## config.mk

```make
export PLATFORM = sky130hd
export DESIGN_NAME = fft_seq_ctrl_flat
export DESIGN_NICKNAME = d
export VERILOG_FILES = /design/src/rtl/fft_pkg.sv /design/src/rtl/fft_seq_ctrl_if.sv /design/src/rtl/fft_addr_gen.sv /design/src/rtl/fft_seq_ctrl.sv /design/src/flat_wrapper.sv
export SDC_FILE = /design/constraint.sdc
export NUM_CORES = 1
export LEC_CHECK = 0
export CAP_MARGIN = 20
export CORE_MARGIN = 2
export CORE_UTILIZATION = 50
export DETAILED_ROUTE_END_ITERATION = 6
export PLACE_DENSITY = 0.8
export SLEW_MARGIN = 20
export SYNTH_ARGS = -nofsm -noshare
export SYNTH_HDL_FRONTEND = slang
export SYNTH_SLANG_ARGS = --single-unit
```

## constraint.sdc

```tcl
create_clock -name Clk -period 5.47 [get_ports Clk]
set_input_delay 1.094 -clock Clk [delete_from_list [all_inputs] [get_ports Clk]]
set_output_delay 1.094 -clock Clk [all_outputs]
set_load 0.1 [all_outputs]
```

## src/rtl/fft_pkg.sv

```systemverilog
// Shared types and helpers for the FFT sequencing controller.
// The LOAD phase is built only when FFT_SEQ_BITREV_EN is defined.
package fft_pkg;

   localparam int LOG2N_DEF = 10;

   typedef enum logic [2:0] {
      S_IDLE,
      S_LOAD,
      S_ISSUE,
      S_DRAIN,
      S_FIN
   } state_t;

   function automatic int stage_w(input int l);
      return (l > 1) ? $clog2(l) : 1;
   endfunction

   function automatic logic [31:0] bitreverse(
      input logic [31:0] v,
      input int          w
   );
      logic [31:0] r;
      r = '0;
      for (int i = 0; i < 32; i++) begin
         if (i < w) r[i] = v[w-1-i];
      end
      return r;
   endfunction

endpackage

```

## src/rtl/fft_seq_ctrl_if.sv

```systemverilog
// Butterfly issue / write-back bundle between the sequencer
// and the butterfly datapath.
interface fft_seq_ctrl_if
   import fft_pkg::*;
#(
   parameter int LOG2N = LOG2N_DEF
) ();

   localparam int SW = stage_w(LOG2N);

   logic             bf_valid;
   logic             bf_ready;
   logic [LOG2N-1:0] addr_a;
   logic [LOG2N-1:0] addr_b;
   logic [LOG2N-2:0] tw_idx;
   logic [SW-1:0]    stage;
   logic             wb_done;

   modport master (
      output bf_valid,
      output addr_a,
      output addr_b,
      output tw_idx,
      output stage,
      input  bf_ready,
      input  wb_done
   );

   modport slave (
      input  bf_valid,
      input  addr_a,
      input  addr_b,
      input  tw_idx,
      input  stage,
      output bf_ready,
      output wb_done
   );

endinterface

```

## src/rtl/fft_addr_gen.sv

```systemverilog
// Radix-2 DIT operand and twiddle address generator,
// purely combinational from (stage, butterfly index).
module fft_addr_gen
   import fft_pkg::*;
#(
   parameter int LOG2N = LOG2N_DEF,
   parameter int SW    = stage_w(LOG2N)
) (
   input  logic [SW-1:0]    i_stage,
   input  logic [LOG2N-2:0] i_k,
   output logic [LOG2N-1:0] o_addr_a,
   output logic [LOG2N-1:0] o_addr_b,
   output logic [LOG2N-2:0] o_tw_idx
);

   logic [LOG2N-1:0] w_half;
   logic [LOG2N-1:0] w_kx;
   logic [LOG2N-1:0] w_pos;
   logic [LOG2N-1:0] w_grp;
   logic [LOG2N-1:0] w_tw;
   logic [SW-1:0]    w_sh;

   always_comb begin
      w_half   = LOG2N'(1) << i_stage;
      w_kx     = {1'b0, i_k};
      w_pos    = w_kx & (w_half - 1'b1);
      w_grp    = w_kx >> i_stage;
      w_sh     = SW'(LOG2N - 1) - i_stage;
      o_addr_a = ((w_grp << i_stage) << 1) | w_pos;
      o_addr_b = o_addr_a | w_half;
      // pos < half, so the shifted value always fits LOG2N-1 bits
      w_tw     = w_pos << w_sh;
      o_tw_idx = w_tw[LOG2N-2:0];
   end

endmodule

```

## src/rtl/fft_seq_ctrl.sv

```systemverilog
// Stage/butterfly sequencer for an in-place radix-2 FFT.
// Optional bit-reversed load phase: FFT_SEQ_BITREV_EN.
module fft_seq_ctrl
   import fft_pkg::*;
#(
   parameter int LOG2N   = LOG2N_DEF,
   parameter int MAX_OUT = 8
) (
   input  logic             Clk,
   input  logic             Reset_n,
   input  logic             Start,
   output logic             Busy,
   output logic             Done,
   output logic             ld_valid,
   output logic [LOG2N-1:0] ld_addr,
   fft_seq_ctrl_if.master   bf
);

   localparam int KW = LOG2N - 1;
   localparam int SW = stage_w(LOG2N);
   localparam int CW = $clog2(MAX_OUT + 1);

   state_t           r_state;
   state_t           w_state_nxt;
   logic [SW-1:0]    r_stage;
   logic [KW-1:0]    r_k;
   logic [CW-1:0]    r_out;
   logic             w_fire;
   logic             w_k_last;
   logic             w_s_last;
   logic             w_drained;
   logic             w_issue;
   logic [LOG2N-1:0] w_addr_a;
   logic [LOG2N-1:0] w_addr_b;
   logic [KW-1:0]    w_tw;

   assign w_issue   = r_state == S_ISSUE;
   assign w_fire    = bf.bf_valid & bf.bf_ready;
   assign w_k_last  = &r_k;
   assign w_s_last  = r_stage == SW'(LOG2N - 1);
   assign w_drained = r_out == '0;

   always_ff @(posedge Clk or negedge Reset_n) begin
      if (!Reset_n) r_state <= S_IDLE;
      else          r_state <= w_state_nxt;
   end

`ifdef FFT_SEQ_BITREV_EN
   logic [LOG2N-1:0] r_n;

   always_ff @(posedge Clk or negedge Reset_n) begin
      if (!Reset_n)                r_n <= '0;
      else if (r_state == S_LOAD)  r_n <= r_n + 1'b1;
      else                         r_n <= '0;
   end
`endif

   always_comb begin
      w_state_nxt = r_state;
      case (r_state)
         S_IDLE: begin
            if (Start) begin
`ifdef FFT_SEQ_BITREV_EN
               w_state_nxt = S_LOAD;
`else
               w_state_nxt = S_ISSUE;
`endif
            end
         end
`ifdef FFT_SEQ_BITREV_EN
         S_LOAD:  if (&r_n) w_state_nxt = S_ISSUE;
`endif
         S_ISSUE: if (w_fire && w_k_last) w_state_nxt = S_DRAIN;
         S_DRAIN: begin
            // stage barrier: every result of this stage is back
            if (w_drained)
               w_state_nxt = w_s_last ? S_FIN : S_ISSUE;
         end
         S_FIN:   w_state_nxt = S_IDLE;
         default: w_state_nxt = S_IDLE;
      endcase
   end

   always_ff @(posedge Clk or negedge Reset_n) begin
      if (!Reset_n) begin
         r_stage <= '0;
         r_k     <= '0;
      end else begin
         case (r_state)
            S_IDLE: begin
               r_stage <= '0;
               r_k     <= '0;
            end
            S_ISSUE: if (w_fire) r_k <= r_k + 1'b1;
            S_DRAIN: begin
               if (w_drained && !w_s_last) begin
                  r_stage <= r_stage + 1'b1;
                  r_k     <= '0;
               end
            end
            default: ;
         endcase
      end
   end

   // issue and write-back in the same cycle cancel out
   always_ff @(posedge Clk or negedge Reset_n) begin
      if (!Reset_n)
         r_out <= '0;
      else if (w_fire && !bf.wb_done)
         r_out <= r_out + 1'b1;
      else if (!w_fire && bf.wb_done && !w_drained)
         r_out <= r_out - 1'b1;
   end

   fft_addr_gen #(
      .LOG2N (LOG2N),
      .SW    (SW)
   ) u_addr_gen (
      .i_stage  (r_stage),
      .i_k      (r_k),
      .o_addr_a (w_addr_a),
      .o_addr_b (w_addr_b),
      .o_tw_idx (w_tw)
   );

   assign Busy = (r_state == S_LOAD) || w_issue
              || (r_state == S_DRAIN);
   assign Done = r_state == S_FIN;

   assign bf.bf_valid = w_issue && (r_out != CW'(MAX_OUT));
   assign bf.addr_a   = w_issue ? w_addr_a : '0;
   assign bf.addr_b   = w_issue ? w_addr_b : '0;
   assign bf.tw_idx   = w_issue ? w_tw : '0;
   assign bf.stage    = r_stage;

`ifdef FFT_SEQ_BITREV_EN
   assign ld_valid = r_state == S_LOAD;
   assign ld_addr  = ld_valid
                   ? LOG2N'(bitreverse(32'(r_n), LOG2N))
                   : '0;
`else
   assign ld_valid = 1'b0;
   assign ld_addr  = '0;
`endif

endmodule

```

## src/flat_wrapper.sv

```systemverilog
// flat-port wrapper written by rule: the top's interface ports become plain ports
module fft_seq_ctrl_flat import fft_pkg::*;
#(
   parameter int LOG2N   = LOG2N_DEF,
   parameter int MAX_OUT = 8
)
  (Clk, Reset_n, Start, Busy, Done, ld_valid, ld_addr, bf_bf_valid, bf_addr_a, bf_addr_b, bf_tw_idx, bf_stage, bf_bf_ready, bf_wb_done);
  fft_seq_ctrl_if #(.LOG2N(LOG2N)) bf_i ();
  input  logic Clk;
  input  logic Reset_n;
  input  logic Start;
  output logic Busy;
  output logic Done;
  output logic ld_valid;
  output logic [LOG2N-1:0] ld_addr;
  output wire logic [$bits(bf_i.bf_valid)-1:0] bf_bf_valid;
  output wire logic [$bits(bf_i.addr_a)-1:0] bf_addr_a;
  output wire logic [$bits(bf_i.addr_b)-1:0] bf_addr_b;
  output wire logic [$bits(bf_i.tw_idx)-1:0] bf_tw_idx;
  output wire logic [$bits(bf_i.stage)-1:0] bf_stage;
  input wire logic [$bits(bf_i.bf_ready)-1:0] bf_bf_ready;
  input wire logic [$bits(bf_i.wb_done)-1:0] bf_wb_done;
  assign bf_bf_valid = bf_i.bf_valid;
  assign bf_addr_a = bf_i.addr_a;
  assign bf_addr_b = bf_i.addr_b;
  assign bf_tw_idx = bf_i.tw_idx;
  assign bf_stage = bf_i.stage;
  assign bf_i.bf_ready = bf_bf_ready;
  assign bf_i.wb_done = bf_wb_done;
  fft_seq_ctrl #(.LOG2N(LOG2N), .MAX_OUT(MAX_OUT)) u_core (.Clk(Clk), .Reset_n(Reset_n), .Start(Start), .Busy(Busy), .Done(Done), .ld_valid(ld_valid), .ld_addr(ld_addr), .bf(bf_i));
endmodule
```

==> reports/results.txt, run 1 <==
Status = complete, no violations
Sequential cell area = 503 sq um
Clk pin slew, worst setup/hold paths = 0.07 ns
Share of post-route cells with drive strength above 1 = 19.6%
Slew Limit Fails = 0
First-pass GRT wire length = 11.4 mm
Vias in the first global route = 2,307
Area grow syn2layout = 13.8%
Clock sinks = 20
DRC = 0
RSZ-0062 raised after global routing = false
PnR Total Power = 1.13 mW
Fill cells = 435
Max Root-Sink Buffers = 2
DPL Wire Length = 5.02 mm
Worst Tran Pin Value = 0.974 ns
CP max stage delay = 0.50 ns
Largest cells by area after synthesis = dfrtp_1 20%, ha_1 6.5%, nor2_1 5.1%
# nets final = 357
Crit path max fanout = 13
CTS root buf = clkbuf_8
Library cells used by synthesis = 69
Ports = 52
Crit path arrival time = 3.53 ns
Die Area = 0.00555 sq mm
PnR worst setup slack = 0.849 ns
Slew HR = 34.9%
I/O Buffers = 40
Synth Instances = 313
Drt total wl = 6.69 mm
Die Ht = 74.5 um
Worst vdd ir = 0.000282 V
Placed cell area = 0.00278 sq mm
Number of H-tree levels = 1
CTS tree = built
#FFs+latches synth = 20
Hold_ws = 0.556 ns
DRT antenna net count = 0
Final hold violation count = 0
Post-layout util = 59.5%
Crit path max-delay cell type = or4b_4
Top-area cell type share of the netlist area = 20.1%
Die Wd = 74.5 um
Initial Utilization = 52.3%
Setup Fix Bufs, Post-CTS = 0
TritonRoute pass-1 iters = 5
Crit share post-route = 84.5%
Row cnt = 25
Pleak = 1.19 nW
Min-delay worst type = reg -> reg
Largest net degree at the start of global routing = 31
Crit path required time = 4.38 ns
Antenna fix cells = 0
Startpoint class of the critical path = flop
Dpl cells = 400
Ys Warns = 0
Syn avg cell area = 7.94 sq um
Register area share after synthesis = 20.1%
Core Area = 0.00475 sq mm
Via count = 2,473
Final Instance Area = 0.00283 sq mm
Hold buffers post-CTS = 0
Pwr Density = 401 mW/mm^2
Fmax = 216 MHz
Area leader, netlist = dfrtp_1
Initial DRC Count = 393
Main flop type after synthesis = dfrtp_1
CP Capture Type = output port
Avg WL per Cell = 16.6 um
Place WS = 1.20 ns
Post-Syn Area = 0.00248 sq mm
Overall Global Routing Usage = 25.9%
Post-cts sizing count = 0
Multi-input gate area = 0.00179 sq mm
Via density = 6.12
GRT overflow = 0
Minimum clock period = 4.62 ns
TNS Setup = 0 ns
Final non-filler cell total = 404
Initial antenna violation count = 0
Layout Skew = 0.00821 ns
TritonCTS Buffers = 3
Latest clock arrival within the worst-skew pair = 0.25 ns
Ys async rst share = 100%
Cell Chain, Critical Path = clkinv_1 -> ha_1 -> nand2_1 -> ha_1 -> or4b_4 -> and3_4 -> o31ai_4 -> nor2_2 -> a2111oi_4 -> a2111oi_4 -> buf_4
Placer Congestion = 0.986
Max-capacitance violation count = 0
Post-synth EDFFs = 0
Setup Crit Path Kind = reg -> out
Setup-failing EPs final = 0
==> flip-flops by register name, summed over array words and instances, names as in the netlist <==
name / flops
u_core.r_out: 4
u_core.r_state: 3
u_core.bf.stage: 4
u_core.r_k: 9
==> cell usage after synthesis, drive strengths merged, types with 6 or more instances <==
library cell / instances
a21oi: 24
and2: 7
and3: 7
buf: 20
clkbuf: 15
dfrtp: 20
ha: 13
nand2: 28
nand2b: 6
nand4: 7
nor2: 36
nor3: 9
o21ai: 14
xor2: 9
==> area by class of cell <==
| class | count | area share [%] |
|---|---|---|
| sequential | 20 | 17.8 |
| tap | 67 | 2.96 |
| inverter | 7 | 0.929 |
| timing repair buffer | 46 | 13.3 |
| multi-input combinational | 260 | 63.5 |
| clock buffer | 4 | 1.59 |
==> per-layer routing <==
layer  part of all wire, %  vias to the layer above  global-route usage [%]
met5                     0                        -                       0
met4                   2.2                        0                    8.73
met3                   7.1                       16                    2.85
met2                    46                      115                    40.7
met1                    45                     1178                    37.1
li1                      -                     1164                       -
==> placed cells by master (no fill, tap or decap), types with 4 or more instances in the layout <==
cell type | synthesis | routed
and3_1 | 6 | 6
o21a_1 | 4 | 4
nand2b_1 | 6 | 6
nand2_1 | 28 | 28
nor3_1 | 9 | 7
dfrtp_1 | 20 | 18
o21ai_0 | 14 | 13
a21boi_0 | 4 | 4
nand4_1 | 7 | 7
xor2_1 | 9 | 9
conb_1 | 1 | 11
mux2_2 | 5 | 5
o211ai_1 | 4 | 4
nor2_1 | 34 | 34
a21o_1 | 4 | 4
buf_4 | 14 | 34
and2_1 | 7 | 7
a21oi_1 | 23 | 23
ha_1 | 13 | 13
nand3_1 | 5 | 5
xnor2_1 | 4 | 4
inv_1 | 5 | 5
clkdlybuf4s50_1 | 0 | 12
a31oi_1 | 4 | 4
o22ai_1 | 4 | 4
==> logic make-up (layout without fill, tap and decap cells) <==
| family | count (synthesis) | after routing | share of synthesized area (%) |
|---|---|---|---|
| flip-flops | 20 | 20 | 20.1 |
| other | 1 | 11 | 0.151 |
| AND/OR/NAND/NOR | 122 | 122 | 25.0 |
| adder cells (fa/ha/maj) | 14 | 14 | 7.35 |
| AO/OA/AOI/OAI | 90 | 90 | 26.3 |
| multiplexers | 10 | 10 | 5.79 |
| buffers and inverters | 43 | 57 | 10.7 |
| XOR/XNOR | 13 | 13 | 4.58 |
==> critical path: cells and delay by family, from the launching register on <==
kind / cells / cell delay (ns)
compound gates: 3 / 0.73
fa+ha+maj: 2 / 0.73
buf+inv: 2 / 0.49
flops: 1 / 0.36
simple gates: 4 / 0.95
==> power by group <==
group          switching (mW)  leakage, nW  total (mW)  internal, mW
Clock                  0.0449       0.0228      0.0966        0.0517
Sequential             0.0897        0.245       0.277         0.187
Combinational           0.554        0.922       0.761         0.206
==> path summary, 6_finish.rpt <==
| kind | end | slack [ns] | startpoint | depth (start not counted) |
|---|---|---|---|---|
| worst max register to register | u_core.r_out[3] | 2.55 | u_core.r_state[2] | 11 |
| max in group asynchronous | u_core.bf.stage[1] | 3.55 | Reset_n | 1 |
| min in group asynchronous | u_core.r_out[3] | 1.33 | Reset_n | 1 |
| worst min register to register | u_core.r_out[3] | 0.56 | u_core.r_out[3] | 1 |
| worst min-delay path | u_core.r_out[3] | 0.56 | u_core.r_out[3] | 1 |
| worst max-delay path | bf_tw_idx[6] | 0.85 | u_core.bf.stage[1] | 11 |
Note: power is estimated with default switching activity, not from simulation.
==> run 2: changes to the inputs <==
--- a/config.mk
+++ b/config.mk
@@ -7,9 +7,9 @@
 export LEC_CHECK = 0
 export CAP_MARGIN = 20
 export CORE_MARGIN = 2
-export CORE_UTILIZATION = 50
+export CORE_UTILIZATION = 47
 export DETAILED_ROUTE_END_ITERATION = 6
-export PLACE_DENSITY = 0.8
+export PLACE_DENSITY = 0.79
 export SLEW_MARGIN = 20
 export SYNTH_ARGS = -nofsm -noshare
 export SYNTH_HDL_FRONTEND = slang
==> constraint.sdc (replaced) <==
create_clock -name Clk -period 3.75 [get_ports Clk]
set_input_delay 0.75 -clock Clk [delete_from_list [all_inputs] [get_ports Clk]]
set_output_delay 0.75 -clock Clk [all_outputs]
set_load 0.1 [all_outputs]
==> run 2 against run 1 <==
  * Sequential cell count did not move
  * Critical path depth shrank 2
  * Setup slack worse by 0.77 ns
  * Highest routed layer unchanged
==> reports/results.txt, run 2 (synthesized netlist as in run 1, its figures left out) <==
I/O Buffers = 40
Area grow syn2layout = 41.4%
Hold_ws = 0.551 ns
CTS tree = built
Placer Congestion = 0.940
Setup-failing EPs final = 0
Die Area = 0.00588 sq mm
Drt total wl = 7.37 mm
Fmax = 273 MHz
Pleak = 1.39 nW
TNS Setup = 0 ns
Commonest cells after routing, fill and taps aside = 35 x buf_4, 28 x nor2_1, 26 x nand2_1
# nets final = 374
DPL Wire Length = 5.66 mm
Crit path max-delay cell type = dfrtp_4
Overall Global Routing Usage = 24.7%
Die Wd = 76.7 um
CTS root buf = clkbuf_8
Worst vdd ir = 0.000388 V
Status = complete, no violations
Clk pin slew, worst setup/hold paths = 0.07 ns
CP max stage delay = 0.56 ns
Worst flop-to-flop path startpoint = u_core.r_state[2]
Reg2Reg Setup Slack = 1.08 ns
Worst Tran Pin Value = 0.964 ns
Placed cell area = 0.00335 sq mm
Crit path required time = 3.00 ns
Cell Chain, Critical Path = ha_4 -> ha_4 -> or4b_4 -> and3_4 -> o31ai_4 -> nand3_1 -> o211ai_1 -> o211ai_1 -> clkbuf_16
Minimum clock period = 3.67 ns
Ports = 52
Slew HR = 35.5%
TritonRoute pass-1 iters = 4
Multi-input gate area = 0.00204 sq mm
Hold Path Origin = u_core.r_out[3]
Via count = 2,489
Crit share post-route = 97.8%
Sequential cell area = 515 sq um
Most common cell after layout, fill and taps aside = buf_4
Largest net degree at the start of global routing = 26
TritonCTS Buffers = 3
Pwr Density = 536 mW/mm^2
Fill cells = 412
Slew Limit Fails = 0
Latest clock arrival within the worst-skew pair = 0.25 ns
Largest Register = u_core.r_k
DRT antenna net count = 0
Vias in the first global route = 2,440
CP Capture Type = output port
Avg WL per Cell = 17.4 um
Startpoint class of the critical path = flop
Final hold violation count = 0
Final non-filler cell total = 424
PnR Total Power = 1.88 mW
Initial Utilization = 48.7%
Setup Crit Path Kind = reg -> out
Number of H-tree levels = 1
Final Instance Area = 0.00351 sq mm
Crit path arrival time = 2.92 ns
Worst hold stages = 1
Min-delay worst type = reg -> reg
Clock sinks = 20
WP buf/inv = 1
Max reg flops = 9
DRC = 0
Core Area = 0.00511 sq mm
CP top delay family = simple AND/OR/NAND/NOR gates
Worst r2r path cells = 11
First-pass GRT wire length = 12.0 mm
Antenna fix cells = 0
Layout Skew = 0.00589 ns
Share of post-route cells with drive strength above 1 = 35.6%
Crit path max fanout = 10
Initial antenna violation count = 0
Hold Path End = u_core.r_out[3]
Die Ht = 76.7 um
Max Root-Sink Buffers = 2
Initial DRC Count = 203
Max-capacitance violation count = 0
Crit Reg-Reg Endpoint = u_core.r_out[3]
Via density = 5.87
Dpl cells = 411
Row cnt = 26
GRT overflow = 0
-- run 2: cell count changes in the layout (fill, tap and decap cells not counted), moves of 5 or more --
cell,change
a21oi_2,+8
nor2_1,-6
ha_1,-6
buf_12,+22
a21oi_1,-10
clkdlybuf4s50_1,-7
ha_4,+5
-- run 2: how the worst max path moves through the flow --
stage	endpoint	from	depth (start not counted)
floorplan	bf_tw_idx[8]	u_core.bf.stage[0]	12
global placement	bf_tw_idx[8]	u_core.bf.stage[0]	8
detailed placement	bf_addr_a[6]	u_core.bf.stage[0]	8
CTS	bf_tw_idx[8]	u_core.bf.stage[0]	8
global route	bf_addr_b[5]	u_core.bf.stage[0]	9
finish	bf_tw_idx[8]	u_core.bf.stage[0]	9
-- run 2: layout make-up --
cell class	instances	share of cell area, %
clock buffers	4	1.28
inverters	7	1.46
multi-input cells	260	57.9
flip-flops and latches	20	14.7
well taps	70	2.49
repair buffers	63	22.2
-- run 2: per-layer routing --
| metal | track usage (%) | vias to the layer above | wire length, um |
|---|---|---|---|
| met5 | 0 | - | 0 |
| met4 | 7.27 | 0 | 110 |
| met3 | 2.35 | 16 | 444 |
| li1 | - | 1197 | - |
| met2 | 43.2 | 97 | 3740 |
| met1 | 32.2 | 1179 | 3070 |
-- run 2: where the power goes --
part           switching, mW  total (mW)  leakage [nW]  internal (mW)
clock network         0.0641       0.139        0.0228         0.0753
logic                  0.859        1.33          1.12          0.474
registers              0.136       0.409         0.240          0.273
-- run 2: timing repair --
item,CTS,global route
resized for setup,4,8
setup buffers,1,8
endpoints found under the setup margin,5,2
pin swaps,2,5
gates cloned,0,0
hold buffers,0,0
-- run 2: through the flow --
stage                     setup WS (ns)  utilization, %
after floorplan                  -0.644               -
after global placement           0.0877            65.5
after detailed placement          0.105            65.5
after CTS                        0.0389            66.8
after global routing            -0.0480            68.8
final                            0.0816            68.8
